==> src/rtl/matrix_decompiler.sv <==
// Receive-side frame decoder: hunts for the SYNC0/SYNC1 header and re-emits the payload as addressed
// matrix elements. Define MATRIX_XOR_CHECK_EN to add a trailing XOR checksum byte and a CHECK state.
module matrix_decompiler #(
  parameter int          ROWS           = 32,
  parameter int          COLS           = 32,
  parameter logic [7:0]  SYNC0          = 8'hA5,
  parameter logic [7:0]  SYNC1          = 8'h5A,
  parameter int          TIMEOUT_CYCLES = 4096
) (
  input  logic                      eth_refclk,
  input  logic                      rst_n,
  input  logic                      valid_data_in,
  input  logic [7:0]                byte_in,
  output logic                      valid_data_out,
  output logic [$clog2(ROWS)-1:0]   row_addr,
  output logic [$clog2(COLS)-1:0]   col_addr,
  output logic [7:0]                matrix_element,
  output logic                      frame_done,
  output logic                      frame_error,
  output logic                      rx_busy
);

  localparam int RW = $clog2(ROWS);
  localparam int CW = $clog2(COLS);
  localparam int IW = $clog2(TIMEOUT_CYCLES + 1);
  localparam logic [RW-1:0] ROW_LAST  = RW'(ROWS - 1);
  localparam logic [CW-1:0] COL_LAST  = CW'(COLS - 1);
  localparam logic [IW-1:0] IDLE_LAST = IW'(TIMEOUT_CYCLES - 1);

`ifdef MATRIX_XOR_CHECK_EN
  typedef enum logic [1:0] {HUNT, SYNC, PAYLOAD, CHECK} state_t;
  logic [7:0] xor_reg, xor_next;
`else
  typedef enum logic [1:0] {HUNT, SYNC, PAYLOAD} state_t;
`endif

  state_t          state_reg, state_next;
  logic [RW-1:0]   row_reg, row_next;
  logic [CW-1:0]   col_reg, col_next;
  logic [IW-1:0]   idle_reg, idle_next;
  logic            vout_reg, vout_next;
  logic [RW-1:0]   row_out_reg, row_out_next;
  logic [CW-1:0]   col_out_reg, col_out_next;
  logic [7:0]      elem_reg, elem_next;
  logic            done_reg, done_next;
  logic            err_reg, err_next;

  always_ff @(posedge eth_refclk or negedge rst_n) begin
    if (!rst_n) begin
      state_reg   <= HUNT;
      row_reg     <= '0;
      col_reg     <= '0;
      idle_reg    <= '0;
      vout_reg    <= 1'b0;
      row_out_reg <= '0;
      col_out_reg <= '0;
      elem_reg    <= '0;
      done_reg    <= 1'b0;
      err_reg     <= 1'b0;
`ifdef MATRIX_XOR_CHECK_EN
      xor_reg     <= '0;
`endif
    end else begin
      state_reg   <= state_next;
      row_reg     <= row_next;
      col_reg     <= col_next;
      idle_reg    <= idle_next;
      vout_reg    <= vout_next;
      row_out_reg <= row_out_next;
      col_out_reg <= col_out_next;
      elem_reg    <= elem_next;
      done_reg    <= done_next;
      err_reg     <= err_next;
`ifdef MATRIX_XOR_CHECK_EN
      xor_reg     <= xor_next;
`endif
    end
  end

  always_comb begin
    state_next   = state_reg;
    row_next     = row_reg;
    col_next     = col_reg;
    idle_next    = idle_reg;
    vout_next    = 1'b0;
    row_out_next = row_out_reg;
    col_out_next = col_out_reg;
    elem_next    = elem_reg;
    done_next    = 1'b0;
    err_next     = 1'b0;
`ifdef MATRIX_XOR_CHECK_EN
    xor_next     = xor_reg;
`endif

    if (valid_data_in)
      idle_next = '0;
    else if (state_reg != HUNT)
      idle_next = idle_reg + IW'(1);

    case (state_reg)
      HUNT: begin
        if (valid_data_in && byte_in == SYNC0)
          state_next = SYNC;
      end
      SYNC: begin
        if (valid_data_in) begin
          if (byte_in == SYNC1) begin
            state_next = PAYLOAD;
            row_next   = '0;
            col_next   = '0;
`ifdef MATRIX_XOR_CHECK_EN
            xor_next   = '0;
`endif
          end else if (byte_in != SYNC0) begin
            state_next = HUNT;
          end
        end
      end
      PAYLOAD: begin
        if (valid_data_in) begin
          vout_next    = 1'b1;
          elem_next    = byte_in;
          row_out_next = row_reg;
          col_out_next = col_reg;
          // Column wraps by natural overflow; the row steps on that wrap.
          col_next     = col_reg + CW'(1);
          if (col_reg == COL_LAST)
            row_next = row_reg + RW'(1);
`ifdef MATRIX_XOR_CHECK_EN
          xor_next = xor_reg ^ byte_in;
`endif
          if (row_reg == ROW_LAST && col_reg == COL_LAST) begin
            row_next = '0;
            col_next = '0;
`ifdef MATRIX_XOR_CHECK_EN
            state_next = CHECK;
`else
            state_next = HUNT;
            done_next  = 1'b1;
`endif
          end
        end
      end
`ifdef MATRIX_XOR_CHECK_EN
      CHECK: begin
        if (valid_data_in) begin
          state_next = HUNT;
          if (byte_in == xor_reg)
            done_next = 1'b1;
          else
            err_next = 1'b1;
        end
      end
`endif
      default: state_next = HUNT;
    endcase

    // A byte arriving on the expiry cycle wins, hence the !valid_data_in term.
    if (!valid_data_in && state_reg != HUNT && idle_reg == IDLE_LAST) begin
      state_next = HUNT;
      row_next   = '0;
      col_next   = '0;
      idle_next  = '0;
      err_next   = 1'b1;
    end
  end

  assign valid_data_out = vout_reg;
  assign row_addr       = row_out_reg;
  assign col_addr       = col_out_reg;
  assign matrix_element = elem_reg;
  assign frame_done     = done_reg;
  assign frame_error    = err_reg;
  assign rx_busy        = (state_reg != HUNT);

endmodule

==> config.mk <==
export PLATFORM = sky130hd
export DESIGN_NAME = matrix_decompiler
export DESIGN_NICKNAME = d
export VERILOG_FILES = /design/src/rtl/matrix_decompiler.sv
export SDC_FILE = /design/constraint.sdc
export NUM_CORES = 1
export LEC_CHECK = 0
export CAP_MARGIN = 5
export CORE_ASPECT_RATIO = 1.25
export CORE_MARGIN = 4
export CORE_UTILIZATION = 50
export DETAILED_ROUTE_END_ITERATION = 8
export PLACE_DENSITY = 0.75
export SLEW_MARGIN = 0
export SYNTH_ARGS = -nofsm -noshare
export SYNTH_HDL_FRONTEND = slang
export SYNTH_SLANG_ARGS = --single-unit
==> constraint.sdc <==
create_clock -name eth_refclk -period 2.32 [get_ports eth_refclk]
set_input_delay 0.58 -clock eth_refclk [delete_from_list [all_inputs] [get_ports eth_refclk]]
set_output_delay 0.58 -clock eth_refclk [all_outputs]
set_load 0.01 [all_outputs]
## Yosys cells after proc, flatten, opt, wreduce, memory -nomap -nowiden

Cells that the tools add are included.

- Register bits after elaboration: 46
- Input port bits: 11
- Logic and storage cells: 69

- Add/sub/neg operators: 3
- Eq/ne operators: 15
- Multiplexer cells: 28
- Reductions and logical operators: 13

Operators with widths:

| kind | number |
|---|---|
| $mux W5 | 9 |
| $mux W13 | 3 |
| $pmux W5 S2 | 2 |
| $ne A3 B3 Y1 const B | 5 |
| $mux W2 | 7 |
| $add A13 B1 Y13 const B | 1 |
| $eq A13 B12 Y1 const B | 1 |
| $add A5 B1 Y5 const B | 2 |
| $eq A5 B5 Y1 const B | 2 |
| $reduce_and A5 Y1 | 2 |
| $eq A8 B7 Y1 const B | 1 |
| $eq A8 B8 Y1 const B | 1 |
| $ne A4 B4 Y1 const B | 2 |
| $ne A8 B8 Y1 const B | 1 |
| $mux W1 | 6 |
| $pmux W2 S3 | 1 |
| $reduce_bool A3 Y1 | 2 |
| $logic_and A1 B1 Y1 | 4 |
| $reduce_and A4 Y1 | 1 |
| $eq A2 B1 Y1 const B | 1 |
| $eq A2 B2 Y1 const B | 1 |
| $logic_not A2 Y1 | 1 |
| $reduce_and A2 Y1 | 1 |
| $reduce_bool A2 Y1 | 1 |
| $logic_not A1 Y1 | 1 |

## Logic depth before layout (Yosys ltp)

- Depth in word-level cells: 6
- Gate-level depth with buffers: 7
- Gate-level depth less buffers: 7

## Worst setup path before layout

Ideal clock, no wire load.

- Path type: input to register
- Start point: input port byte_in[5]
- End point: register col_reg[3]
- Library setup time: 120 ps
- Data arrival time: 1702 ps
- Data required time: 2200 ps
- Slack: 499 ps
- Cell stages on the path: 4
- Buffers on the path: 0
- Cell sequence: nor4bb_1 -> a31oi_1 -> a311o_1 -> a31o_1

- Cells in the longest elaborated chain, start to end: 3

RTL lines:

| item | RTL line | RTL |
|---|---|---|
| start, declared | 13 | `input logic [7:0] byte_in,` |
| $eq A8 B7 Y1 | 107 | `if (byte_in == SYNC1) begin` |
| $ne A3 B3 Y1 (no line) | n/a |  |
| $reduce_and A4 Y1 (no line) | n/a |  |
| end signal, assigned | 66 | `col_reg <= col_next;` |
| end, declared | 39 | `logic [CW-1:0] col_reg, col_next;` |

No other way between the ends.
A chain may end at the register's enable or synchronous reset.

## Final worst setup path

- Start point: register state_reg[1]
- End point: output port rx_busy

- Cells in the longest elaborated chain, start to end: 1

RTL lines:

| item | RTL line | RTL |
|---|---|---|
| start, declared | 37 | `state_t state_reg, state_next;` |
| start signal, assigned | 64 | `state_reg <= state_next;` |
| $reduce_bool A2 Y1 | 174 | `assign rx_busy = (state_reg != HUNT);` |
| end, declared | 20 | `output logic rx_busy` |

No other way between the ends.

==> results by stage <==
Run status:
- The run finished with clean final reports.

Global route:
- The wire length of the first global-routing pass is around 8.3 mm.
- The initial antenna violation count is 0.
- Summed over all layers, the global routing overflow is 0.
- Global routing used between 20% and 30% of the available tracks.
- The maximum number of pins on one net before global-route repair is 47.
- The number of global-route vias before repair was roughly 1,800.

Timing:
- The final critical path takes up between 90% and 100% of the cycle.
- The clock period could shrink to 2.18 ns.
- The final hold violation count came to 0.
- The number of max-slew violations in the final report is 0.
- Setup repair after global routing left no endpoint under its margin.
- The summed negative setup slack over all endpoints is 0 ns.
- For the pin with the worst max-slew slack, the measured transition is 0.825 ns.
- The clock skew after layout is around 0.009 ns.
- Measured against its own limit, the worst slew margin works out to 44.6%.
- The worst path meets setup with 0.143 ns of slack.
- Final hold analysis gives a worst-case slack of about 0.35 ns.
- The highest clock frequency the design can meet is 0.459 GHz.
- Setup violations remaining at the end of the flow were counted as 0.

Synthesis:
- The count of flip-flops with a built-in enable after synthesis is 0.
- The synthesized area per cell is 9.64 um2.
- By instance count, the leading cell after synthesis is sky130_fd_sc_hd__nand2_1.
- The instance count of the mapped netlist is approximately 220.
- Among all flip-flop cells after synthesis, the most frequent one is sky130_fd_sc_hd__dfrtp_1.
- The top cell type by area accounts for a little over half of the synthesized area.
- The commonest cells after synthesis are sky130_fd_sc_hd__nand2_1 (60), sky130_fd_sc_hd__dfrtp_1 (46), sky130_fd_sc_hd__nor2_1 (12), sky130_fd_sc_hd__a21oi_1 (8), sky130_fd_sc_hd__inv_1 (8).
- The number of synthesized register bits is 46.
- Yosys printed 0 warnings.
- After synthesis the cells add up to approximately 2200 um2.
- The number of nets in the synthesized netlist is 240.
- The largest total area in the synthesized netlist belongs to sky130_fd_sc_hd__dfrtp_1.
- In this run, distinct cell masters in the synthesized netlist total 45.
- After synthesis, flip-flops and latches occupy around 53% of the total area.
- The share of flip-flops with an asynchronous set or reset after synthesis is between 90% and 100%.
- By area the synthesized netlist is led by sky130_fd_sc_hd__dfrtp_1 (53%), sky130_fd_sc_hd__nand2_1 (10%), sky130_fd_sc_hd__ha_1 (2.9%), sky130_fd_sc_hd__xnor2_1 (2.4%), sky130_fd_sc_hd__nor2_1 (2.1%).

Finish:
- The post-route netlist has 11.4% of its cells at a drive strength greater than 1.
- The register with the most flip-flops in the layout has 13 of them.
- Once layout is complete, the cells apart from fillers number roughly 330.
- The area overhead of the layout relative to synthesis is 27.5%.
- Measured on the finished design, the core utilization comes to 66.6%.
- Counting the fill cells in the layout gives approximately 350.
- The finished cells cover 2750 um2.
- In the final design database the tool counted approximately 290 nets.
- The count of antenna diodes in the layout is 0.

Clock network:
- Post-CTS repair changed the size of 0 cells.
- The number of setup buffers added after CTS is 0.
- The buffer levels on the longest clock path is 2.
- CTS saw between 40 and 50 sinks.
- The cell sitting at the root of the clock tree is a sky130_fd_sc_hd__clkbuf_8.
- The CTS buffer count is 5.
- Clock-pin slew was measured on the worst setup and hold paths at 0.09 ns.
- The maximum level of the CTS H-tree is 2.
- TritonCTS built the clock tree.
- The later pin in the worst-skew pair is clocked with a latency of about 0.30 ns.
- The count of hold buffers inserted by post-cts repair is 0.

Critical path:
- The cell family contributing the most delay on the critical path is buffers and inverters.
- The capture point of the worst reg-to-reg path is row_reg[3].
- STA classifies the critical path startpoint as a register.
- The critical path buffer and inverter count is 2.
- For the worst flop-to-flop path, the logic depth is 6.
- Of all nets on the critical path, the largest fanout is 7.
- The endpoint class of the critical path is an output pin.
- In this run the critical register-to-register path is launched from row_reg[0].
- At the worst endpoint, the required time is between 1.5 and 2 ns.
- The highest cell delay on the worst timing path is 0.49 ns.
- The critical path goes through nor2_4 -> inv_1 -> clkdlybuf4s50_1.
- For the worst setup path, the data arrival time is ~1.6 ns.
- Across all register-to-register paths, the minimum setup slack is ~0.32 ns.
- For this design, the slowest cell found on the critical path is sky130_fd_sc_hd__clkdlybuf4s50_1.
- Counting buffers and inverters, the worst setup path is 3 cells deep.
- The classification of the worst setup path is register to output pin.

Floorplan:
- The area of the die is 5440 um2.
- The number of top-level design ports is 33.
- The die is 66.8 um wide.
- The starting utilization of the core area is 52.2%.
- The core box area is slightly above 4000 um2.
- The height of the die is 81.5 um.
- The floorplan has 26 rows.

Placement:
- Port buffering added 32 buffers.
- The final weighted congestion of routability-driven global placement is approximately 0.85.
- Detailed placement finished with a half-perimeter wire length of roughly 3.5 mm.
- OpenSTA, run right after detailed placement, puts the worst setup slack at -0.119 ns.
- Including well taps, the total number of placed cells is roughly 320.
- The placed standard-cell area is approximately 2600 um2.

Detailed routing:
- The starting DRC count in detailed routing is roughly 100.
- The detail-routed via count per cell is around 5.5.
- The number of routed nets with antenna violations is 0.
- The routed design has 4.87 mm of wire.
- The post-detailed-route DRC marker count is 0.
- Before antenna repair, the detailed router went through 6 iterations.
- The detailed router placed about 1,800 vias in this run.
- The mean routed wirelength per cell is 14.8 um.

Hold path:
- The path class of the tightest hold or removal check is input pin to asynchronous set/reset pin.

Power:
- The maximum vdd ir drop is around 0.00044 V.
- The leakage power of the design is approximately 1.3 nW.
- The total power density per cell area is 733 nW/um2.
- The final total power is between 2 and 2.5 mW.

Run:
- The reported max-cap violation count is 0.
==> worst max path at each step <==
stage	start	slack [ns]	endpoint
after floorplan	byte_in[5]	0.50	col_reg[3]
after global placement	byte_in[6]	-0.08	col_reg[2]
after detailed placement	byte_in[6]	-0.12	col_reg[2]
after CTS	state_reg[1]	0.05	rx_busy
after global routing	byte_in[6]	0.04	col_reg[3]
final	state_reg[1]	0.14	rx_busy
==> kinds of logic after synthesis <==
| family | after synthesis | share of synthesized area [%] |
|---|---|---|
| AND/OR/NAND/NOR | 116 | 26.7 |
| flip-flops | 46 | 53.3 |
| AO/OA/AOI/OAI | 32 | 10.3 |
| buffers and inverters | 15 | 2.67 |
| XOR/XNOR | 9 | 3.65 |
| adder cells (fa/ha/maj) | 5 | 2.90 |
| multiplexers | 1 | 0.522 |
==> where the power goes <==
part           internal, mW  total (mW)  switching, mW
Clock                 0.320       0.596          0.275
Combinational         0.229       0.433          0.205
Sequential            0.906       0.988         0.0820
==> layout make-up <==
cell class              instances  area (um2)  area share [%]
multi-input cells             163         955            34.7
well taps                      56        70.1            2.55
clock inverters                 3        45.0            1.64
flip-flops and latches         46        1150            41.8
repair buffers                 47         428            15.5
inverters                       9        35.0            1.27
clock buffers                   5        68.8            2.50
==> routing by layer <==
layer  wire (um)  global-route usage, %
met1        2050                   23.5
met2        2480                   35.2
met3         245                   3.69
met4          85                   9.35
met5           0                      0
==> cells in the final DEF (no fill, tap or decap), types with 4 or more instances in the layout <==
cell type                         synthesis  routed
sky130_fd_sc_hd__nor2_1                  12      12
sky130_fd_sc_hd__nor4bb_1                 4       4
sky130_fd_sc_hd__inv_1                    8       8
sky130_fd_sc_hd__nor4_1                   4       4
sky130_fd_sc_hd__ha_1                     5       5
sky130_fd_sc_hd__nand2_1                 60      60
sky130_fd_sc_hd__dfrtp_1                 46      46
sky130_fd_sc_hd__nor3_1                   6       6
sky130_fd_sc_hd__clkbuf_8                 0       5
sky130_fd_sc_hd__xnor2_1                  6       6
sky130_fd_sc_hd__o21ai_0                  7       7
sky130_fd_sc_hd__clkdlybuf4s50_1          0      31
sky130_fd_sc_hd__buf_4                    0      15
sky130_fd_sc_hd__nand3_1                  7       7
sky130_fd_sc_hd__a21oi_1                  8       8
==> worst reg2reg max path: stages, from the launching register on <==
cell and delay [ns]:
sky130_fd_sc_hd__dfrtp_1 0.46, sky130_fd_sc_hd__ha_1 0.27, sky130_fd_sc_hd__and3_1 0.19, sky130_fd_sc_hd__ha_1 0.19
sky130_fd_sc_hd__nor3b_1 0.44, sky130_fd_sc_hd__a2111oi_0 0.19, sky130_fd_sc_hd__nor3_1 0.19
Note: power is estimated with default switching activity, not from simulation.
